<file path="src/rtl/values_ram_arbiter.sv">
// Two-port (CPU / loader) arbiter for a single-ported strobed RAM.
// Each transaction runs IDLE->SETUP->STROBE->CAPTURE with round-robin tie breaking.
module values_ram_arbiter #(
  parameter int AW = 8,
  parameter int DW = 8
) (
  input  logic          clk,
  input  logic          reset,
  input  logic          cpu_req,
  input  logic          cpu_we,
  input  logic [AW-1:0] cpu_addr,
  input  logic [DW-1:0] cpu_wdata,
  output logic          cpu_gnt,
  output logic          cpu_done,
  output logic [DW-1:0] cpu_rdata,
  input  logic          ld_req,
  input  logic          ld_we,
  input  logic [AW-1:0] ld_addr,
  input  logic [DW-1:0] ld_wdata,
  output logic          ld_gnt,
  output logic          ld_done,
  output logic [DW-1:0] ld_rdata,
  output logic [AW-1:0] ram_addr,
  output logic [DW-1:0] ram_data,
  output logic          ram_we,
  output logic          ram_clk,
  input  logic [DW-1:0] ram_q,
  output logic          busy,
  output logic [1:0]    fsm_state
);

  typedef enum logic [1:0] {
    IDLE    = 2'd0,
    SETUP   = 2'd1,
    STROBE  = 2'd2,
    CAPTURE = 2'd3
  } state_t;

  localparam logic PORT_CPU = 1'b0;
  localparam logic PORT_LD  = 1'b1;

  state_t        state;
  logic          winner;
  logic          last_served;
  logic          hold_we;
  logic [AW-1:0] hold_addr;
  logic [DW-1:0] hold_wdata;
  logic          cpu_done_prev;
  logic          ld_done_prev;

  logic          cpu_elig;
  logic          ld_elig;
  logic          pick_ld;
  logic          sel_we;
  logic [AW-1:0] sel_addr;
  logic [DW-1:0] sel_wdata;

  // A port that just completed is masked for one IDLE cycle so its lingering req
  // cannot start a second transaction.
  always_comb begin
    cpu_elig  = cpu_req && !cpu_done_prev;
    ld_elig   = ld_req && !ld_done_prev;
    pick_ld   = ld_elig && (!cpu_elig || (last_served == PORT_CPU));
    sel_we    = pick_ld ? ld_we    : cpu_we;
    sel_addr  = pick_ld ? ld_addr  : cpu_addr;
    sel_wdata = pick_ld ? ld_wdata : cpu_wdata;
  end

  always_ff @(posedge clk) begin
    if (!reset) begin
      state         <= IDLE;
      winner        <= PORT_CPU;
      last_served   <= PORT_LD;
      hold_we       <= 1'b0;
      hold_addr     <= '0;
      hold_wdata    <= '0;
      cpu_done_prev <= 1'b0;
      ld_done_prev  <= 1'b0;
      cpu_gnt       <= 1'b0;
      ld_gnt        <= 1'b0;
      cpu_done      <= 1'b0;
      ld_done       <= 1'b0;
      cpu_rdata     <= '0;
      ld_rdata      <= '0;
      ram_addr      <= '0;
      ram_data      <= '0;
      ram_we        <= 1'b0;
      ram_clk       <= 1'b0;
      busy          <= 1'b0;
    end else begin
      cpu_done_prev <= cpu_done;
      ld_done_prev  <= ld_done;
      case (state)
        IDLE: begin
          if (cpu_elig || ld_elig) begin
            state      <= SETUP;
            winner     <= pick_ld;
            hold_we    <= sel_we;
            hold_addr  <= sel_addr;
            hold_wdata <= sel_wdata;
            cpu_gnt    <= !pick_ld;
            ld_gnt     <= pick_ld;
            ram_addr   <= sel_addr;
            ram_data   <= sel_wdata;
            ram_we     <= sel_we;
            busy       <= 1'b1;
          end
        end
        SETUP: begin
          state   <= STROBE;
          ram_clk <= 1'b1;
        end
        STROBE: begin
          state    <= CAPTURE;
          ram_clk  <= 1'b0;
          cpu_done <= (winner == PORT_CPU);
          ld_done  <= (winner == PORT_LD);
          if (!hold_we) begin
            if (winner == PORT_LD) ld_rdata <= ram_q;
            else                   cpu_rdata <= ram_q;
          end
        end
        CAPTURE: begin
          state       <= IDLE;
          last_served <= winner;
          cpu_done    <= 1'b0;
          ld_done     <= 1'b0;
          cpu_gnt     <= 1'b0;
          ld_gnt      <= 1'b0;
          ram_addr    <= '0;
          ram_data    <= '0;
          ram_we      <= 1'b0;
          busy        <= 1'b0;
        end
        default: state <= IDLE;
      endcase
    end
  end

  assign fsm_state = state;

  gnt_onehot: assert property (@(posedge clk) disable iff (!reset)
    !(cpu_gnt && ld_gnt));
  strobe_in_strobe: assert property (@(posedge clk) disable iff (!reset)
    ram_clk |-> (state == STROBE));
  cpu_done_pulse: assert property (@(posedge clk) disable iff (!reset)
    cpu_done |=> !cpu_done);
  ld_done_pulse: assert property (@(posedge clk) disable iff (!reset)
    ld_done |=> !ld_done);

endmodule

</file>
<file path="config.mk">
export PLATFORM = sky130hd
export DESIGN_NAME = values_ram_arbiter
export DESIGN_NICKNAME = d
export VERILOG_FILES = /design/src/rtl/values_ram_arbiter.sv
export SDC_FILE = /design/constraint.sdc
export NUM_CORES = 1
export LEC_CHECK = 0
export CAP_MARGIN = 20
export CORE_UTILIZATION = 42
export CTS_BUF_LIST = sky130_fd_sc_hd__clkbuf_16
export DETAILED_ROUTE_END_ITERATION = 7
export PLACE_DENSITY = 0.85
export SLEW_MARGIN = 15
export SYNTH_ARGS = -nofsm -noshare
export SYNTH_HDL_FRONTEND = slang
export SYNTH_SLANG_ARGS = --single-unit
</file>
<file path="constraint.sdc">
create_clock -name clk -period 1.85 [get_ports clk]
set_clock_uncertainty 0.1 [all_clocks]
set_input_delay 0.37 -clock clk [delete_from_list [all_inputs] [get_ports clk]]
set_output_delay 0.37 -clock clk [all_outputs]
set_load 0.02 [all_outputs]
</file>
# Word-level counts from Yosys, hierarchy flattened
# Index checks and enable logic that the tools add are counted.
dict set report op_classes {
  eq_ne 4
  muxes 20
  bitwise 3
  n_reduce_logical 17
}
# operator count
set ops {}
lappend ops {{8-bit 2-to-1 mux} 4}
lappend ops {{8-bit case mux with 2 select lines} 2}
lappend ops {{1-bit case mux with 2 select lines} 7}
lappend ops {{2-bit case mux with 4 select lines} 1}
lappend ops {{3-bit AND reduction} 2}
lappend ops {{2-bit nonzero test} 3}
lappend ops {{1-bit 2-to-1 mux} 5}
lappend ops {{2-bit equality test, second input constant} 2}
lappend ops {{1-bit zero test} 4}
lappend ops {{2-bit AND reduction} 2}
lappend ops {{1-bit logical AND} 3}
lappend ops {{1-bit inverter} 3}
lappend ops {{2-bit by 1-bit equality test with 1-bit output, second input constant} 1}
lappend ops {{2-bit zero test} 1}
lappend ops {{1-bit logical OR} 2}
lappend ops {{2-bit 2-to-1 mux} 1}
lappend ops {{2-bit != test, second input constant} 1}
dict set report totals {
  ff_bits 46
  in_bits 46
  word_cells 61
}

# Depth between registers and ports, before layout
dict set report depth {
  word_depth 8
  depth_mapped 7
}

# Worst setup path after synthesis
# No wires, ideal clock.
dict set report synth_path {
  path_kind {flip-flop to flip-flop}
  startpoint {register state[1] (netlist: fsm_state[1])}
  endpoint {register ram_addr[0]}
  setup_ns 0.121
  arrival_ns 1.445
  slack_ns 0.184
  path_stages_with_launch 6
  path_buffers 1
  period_less_slack_ns 1.666
  cell_sequence {dfxtp_1 -> ha_1 -> nor2_1 -> a31oi_2 -> buf_6 -> o22ai_1}
}
dict set report synth_via {
  elab_chain_len 3
}
# element line
set synth_rtl {}
lappend synth_rtl {{from (decl)} 42} ;# state_t state;
lappend synth_rtl {{from (signal assigned)} 71} ;# state <= IDLE;
lappend synth_rtl {{from (signal assigned)} 96} ;# state <= SETUP;
lappend synth_rtl {{from (signal assigned)} 110} ;# state <= STROBE;
lappend synth_rtl {{2-bit equality test / 2-bit zero test (equally long branches)} 93} ;# case (state)
lappend synth_rtl {{2-bit nonzero test (no source line) / 2-bit != test (equally long branches)} --}
lappend synth_rtl {{2-bit AND reduction (no source line)} --}
lappend synth_rtl {{to (signal assigned)} 103} ;# ram_addr <= sel_addr;
lappend synth_rtl {{to (decl)} 23} ;# output logic [AW-1:0] ram_addr,
# Several ways; a longest one is shown, not always the timed one.
# A chain may end at the register's enable or synchronous reset.

# Final worst setup path
dict set report layout_path {
  startpoint {register state[1] (netlist: fsm_state[1])}
  endpoint {output port fsm_state[1]}
}
# element line
set layout_lines {}
lappend layout_lines {{to (decl)} 29} ;# output logic [1:0] fsm_state
# No word-level cell between the ends.

==> metrics.csv <==
stage,metric,value,unit
detailed_routing,1st-iter DRT viols,83,
grt,Total GRT Usage,0.1931,
floorplanning,core area,4444,sq um
floorplanning,Die Y,70.61,microns
power,NetSw,1.303,mW
yosys,#FFs+latches synth,46,
setup_path,reg2reg start,fsm_state[0],
cells_and_area,Layout fillers,378,
power,leakage,1.204,nW
grt,initial antenna violation count,0,
cells_and_area,Finished Layout Cells,341,
grt,number of global-route vias before repair,1662,
status,status,"complete, but fails checks",
flow_run,Max Cap Viol,0,
clocking,# H-tree levels,2,
place,gpl congestion,0.7522,
status,failing checks,DRC,
power,peak supply drop,678.1,uV
clocking,post-CTS resize count,0,
yosys,post-synth top area share,0.4658,
sta,Fmax achieved,0.5569,GHz
yosys,asr flop ratio synth,0,
place,port bufs,86,
sta,Slew @ Worst Pin,0.2454,ns
cells_and_area,Multi-input gate area,963.4,sq um
cells_and_area,sequential cell area,920.9,sq um
detailed_routing,Antenna Violating Nets Remaining,0,
setup_path,"Arr. time, crit path",1.33,ns
setup_path,Worst Setup Start Kind,flip-flop,
yosys,Post-synth top cells,"dfxtp_1, nand2_1, mux2i_1, o22ai_1",
power,Sequential Power Share,0.355,
sta,Fin. Hold Viols,0,
place,DPL Wire Length,3339,microns
sta,final critical-path share of the clock period,0.9707,
yosys,synthesized area,1977,sq um
sta,RSZ-0062 raised after global routing,false,
yosys,"Warnings, synthesis",0,
setup_path,critical-path maximum fanout,5,
sta,setup TNS,0,ns
detailed_routing,DRT met1 WL,2026,microns
floorplanning,Die W,70.61,microns
detailed_routing,Top Layer Used,met4,
setup_path,Slowest cell on crit path,clkdlybuf4s50_1,
clocking,total setup buffers inserted after CTS,0,
yosys,main flop type after synthesis,dfxtp_1,
cells_and_area,fin util,0.6858,
clocking,total CTS buffers,5,
setup_path,Setup crit end kind,output pin,
yosys,most used standard cell by instance count after synthesis,dfxtp_1,
clocking,Post-CTS Hold Buffers,0,
floorplanning,die footprint,4985,sq um
setup_path,Required @ worst endpoint,1.38,ns
detailed_routing,DRT Pass-1 Iters,6,
clocking,clk root buf,clkbuf_16,
setup_path,critical path class,flip-flop to output pin,
detailed_routing,met2 wire length,2180,microns
cells_and_area,Post-layout nets,338,
clocking,Worst-Skew Late Latency,0.28,ns
sta,Final Max Tran Viols,0,
yosys,post-synthesis sequential area ratio,0.4658,
setup_path,crit path launch,fsm_state[1],
yosys,Mapped Avg Cell Area,9.984,sq um
grt,global-route wire length before repair,7541,microns
detailed_routing,DRC Markers,14,
yosys,Syn Inst Count,198,
grt,total grt overflow,0,
hold_path,worst hold-check path type,flip-flop to flip-flop,
sta,Setup-failing EPs final,0,
clocking,CTS Buffer Depth,2,
power,Total Power,3.819,mW
sta,Final Critical Period,1.796,ns
hold_path,Worst Min Path Start,ld_rdata[0],
power,Comb power frac,0.426,
setup_path,Crit path max-delay family,buffers and inverters,
detailed_routing,routed vias,1701,
power,Clk pwr share,0.219,
clocking,Clock Pin Slew Worst Setup and Hold Paths,0.06,ns
yosys,largest cells by area after synthesis,"dfxtp_1, mux2i_1, nand2_1",
yosys,number of library cell types mapped by synthesis,32,
yosys,"EDFF count, synth",0,
floorplanning,Rows,24,
detailed_routing,met3 wire len,333,microns
power,pwr/cell area,1253,nW/um^2
power,switch share,0.3411,
floorplanning,I/O Pins,87,
cells_and_area,diode count,0,
grt,largest net degree at the start of global routing,48,
setup_path,CP bufs+invs,1,
place,placed insts,333,
floorplanning,Starting Density,0.4448,
yosys,largest area contributor in the netlist,dfxtp_1,
detailed_routing,routed wire length,4610,microns
yosys,Syn Nets,248,
detailed_routing,drt wl/cell,13.52,microns
clocking,CTS tree,built,
clocking,clock sinks,46,
cells_and_area,area grow syn2layout,54.18,%
cells_and_area,ratio of cells with drive above 1 in the final layout,0.08651,
power,internal power,2.516,mW
setup_path,max incr delay on CP,0.63,ns
setup_path,crit-path cells,clkdlybuf4s50_1,
detailed_routing,Via-to-Cell Ratio,4.988,
sta,max_slew headroom,0.8317,
cell type report:
class	instances	area share
multi-input combinational	137	0.3161
timing repair buffer	94	0.3103
sequential	46	0.3021
clock buffer	5	0.04105
tap	52	0.02135
inverter	4	0.004926
clock inverter	3	0.004105
power by group through the flow:
stage          clock [mW]  combinational [mW]  sequential, mW
6_report            0.835                1.63            1.36
2_1_floorplan           0               0.745            1.60
3_3_place_gp            0                1.60            1.37
4_1_cts             0.852                1.64            1.36
3_5_place_dp            0                1.63            1.37
5_1_grt             0.898                1.75            1.38
worst paths after layout:
path                  end  slack [ns]  cells past startpoint
max reg2reg   ld_rdata[5]        0.20                      6
min reg2reg   ld_rdata[0]        0.36                      2
min           ld_rdata[0]        0.36                      2
max          fsm_state[1]        0.05                      1
cells by family (layout without fill, tap and decap cells):
| family | Yosys count | after routing | share of synthesized area |
|---|---|---|---|
| DFF | 46 | 46 | 0.4658 |
| AOI/OAI and AO/OA | 39 | 39 | 0.1551 |
| adders and majority gates | 4 | 4 | 0.02532 |
| buffers and inverters | 15 | 106 | 0.04937 |
| muxes | 26 | 26 | 0.1316 |
| and+or+nand+nor | 68 | 68 | 0.1728 |
layer usage:
| metal | track usage | vias to the layer above |
|---|---|---|
| li1 | - | 856 |
| met1 | 0.2376 | 771 |
| met2 | 0.3128 | 67 |
| met3 | 0.06838 | 7 |
| met4 | 0.07333 | 0 |
| met5 | 0 | - |
layout by cell type, fill, tap and decap left out, types with 3 or more instances in the layout:
cell type and n:
inv_1 5, nand2b_1 4, nor2b_1 9, ha_1 4, a21oi_1 3, clkbuf_16 5, nand2_1 40, mux2i_1 26
o22ai_1 16, dfxtp_1 46, clkdlybuf4s50_1 86, a21boi_0 9, nor2_1 4, buf_4 6
registers in the layout, summed over array words and instances (netlist names), 2 cells and up:
name       cells
ram_data       8
fsm_state      2
ram_addr       8
cpu_rdata      8
ld_rdata       8
worst reg2reg max path, stage by stage, from the launching register on:
cell and delay [ns]:
dfxtp_1 0.33, inv_1 0.11, ha_1 0.30, nand2_1 0.14, or2_2 0.36, nand2_1 0.10, a21boi_0 0.09
through the flow:
stage	instance area [sq um]	hold WS, ns	setup slack [ns]
2_1_floorplan	1977	0.3751	0.1843
3_3_place_gp	2910	0.3430	-0.02949
3_5_place_dp	2910	0.3524	-0.08658
4_1_cts	3048	0.3659	0.03613
5_1_grt	3048	0.3789	0.007296
6_report	3048	0.3625	0.05429
Power figures use the tool's default switching activity.
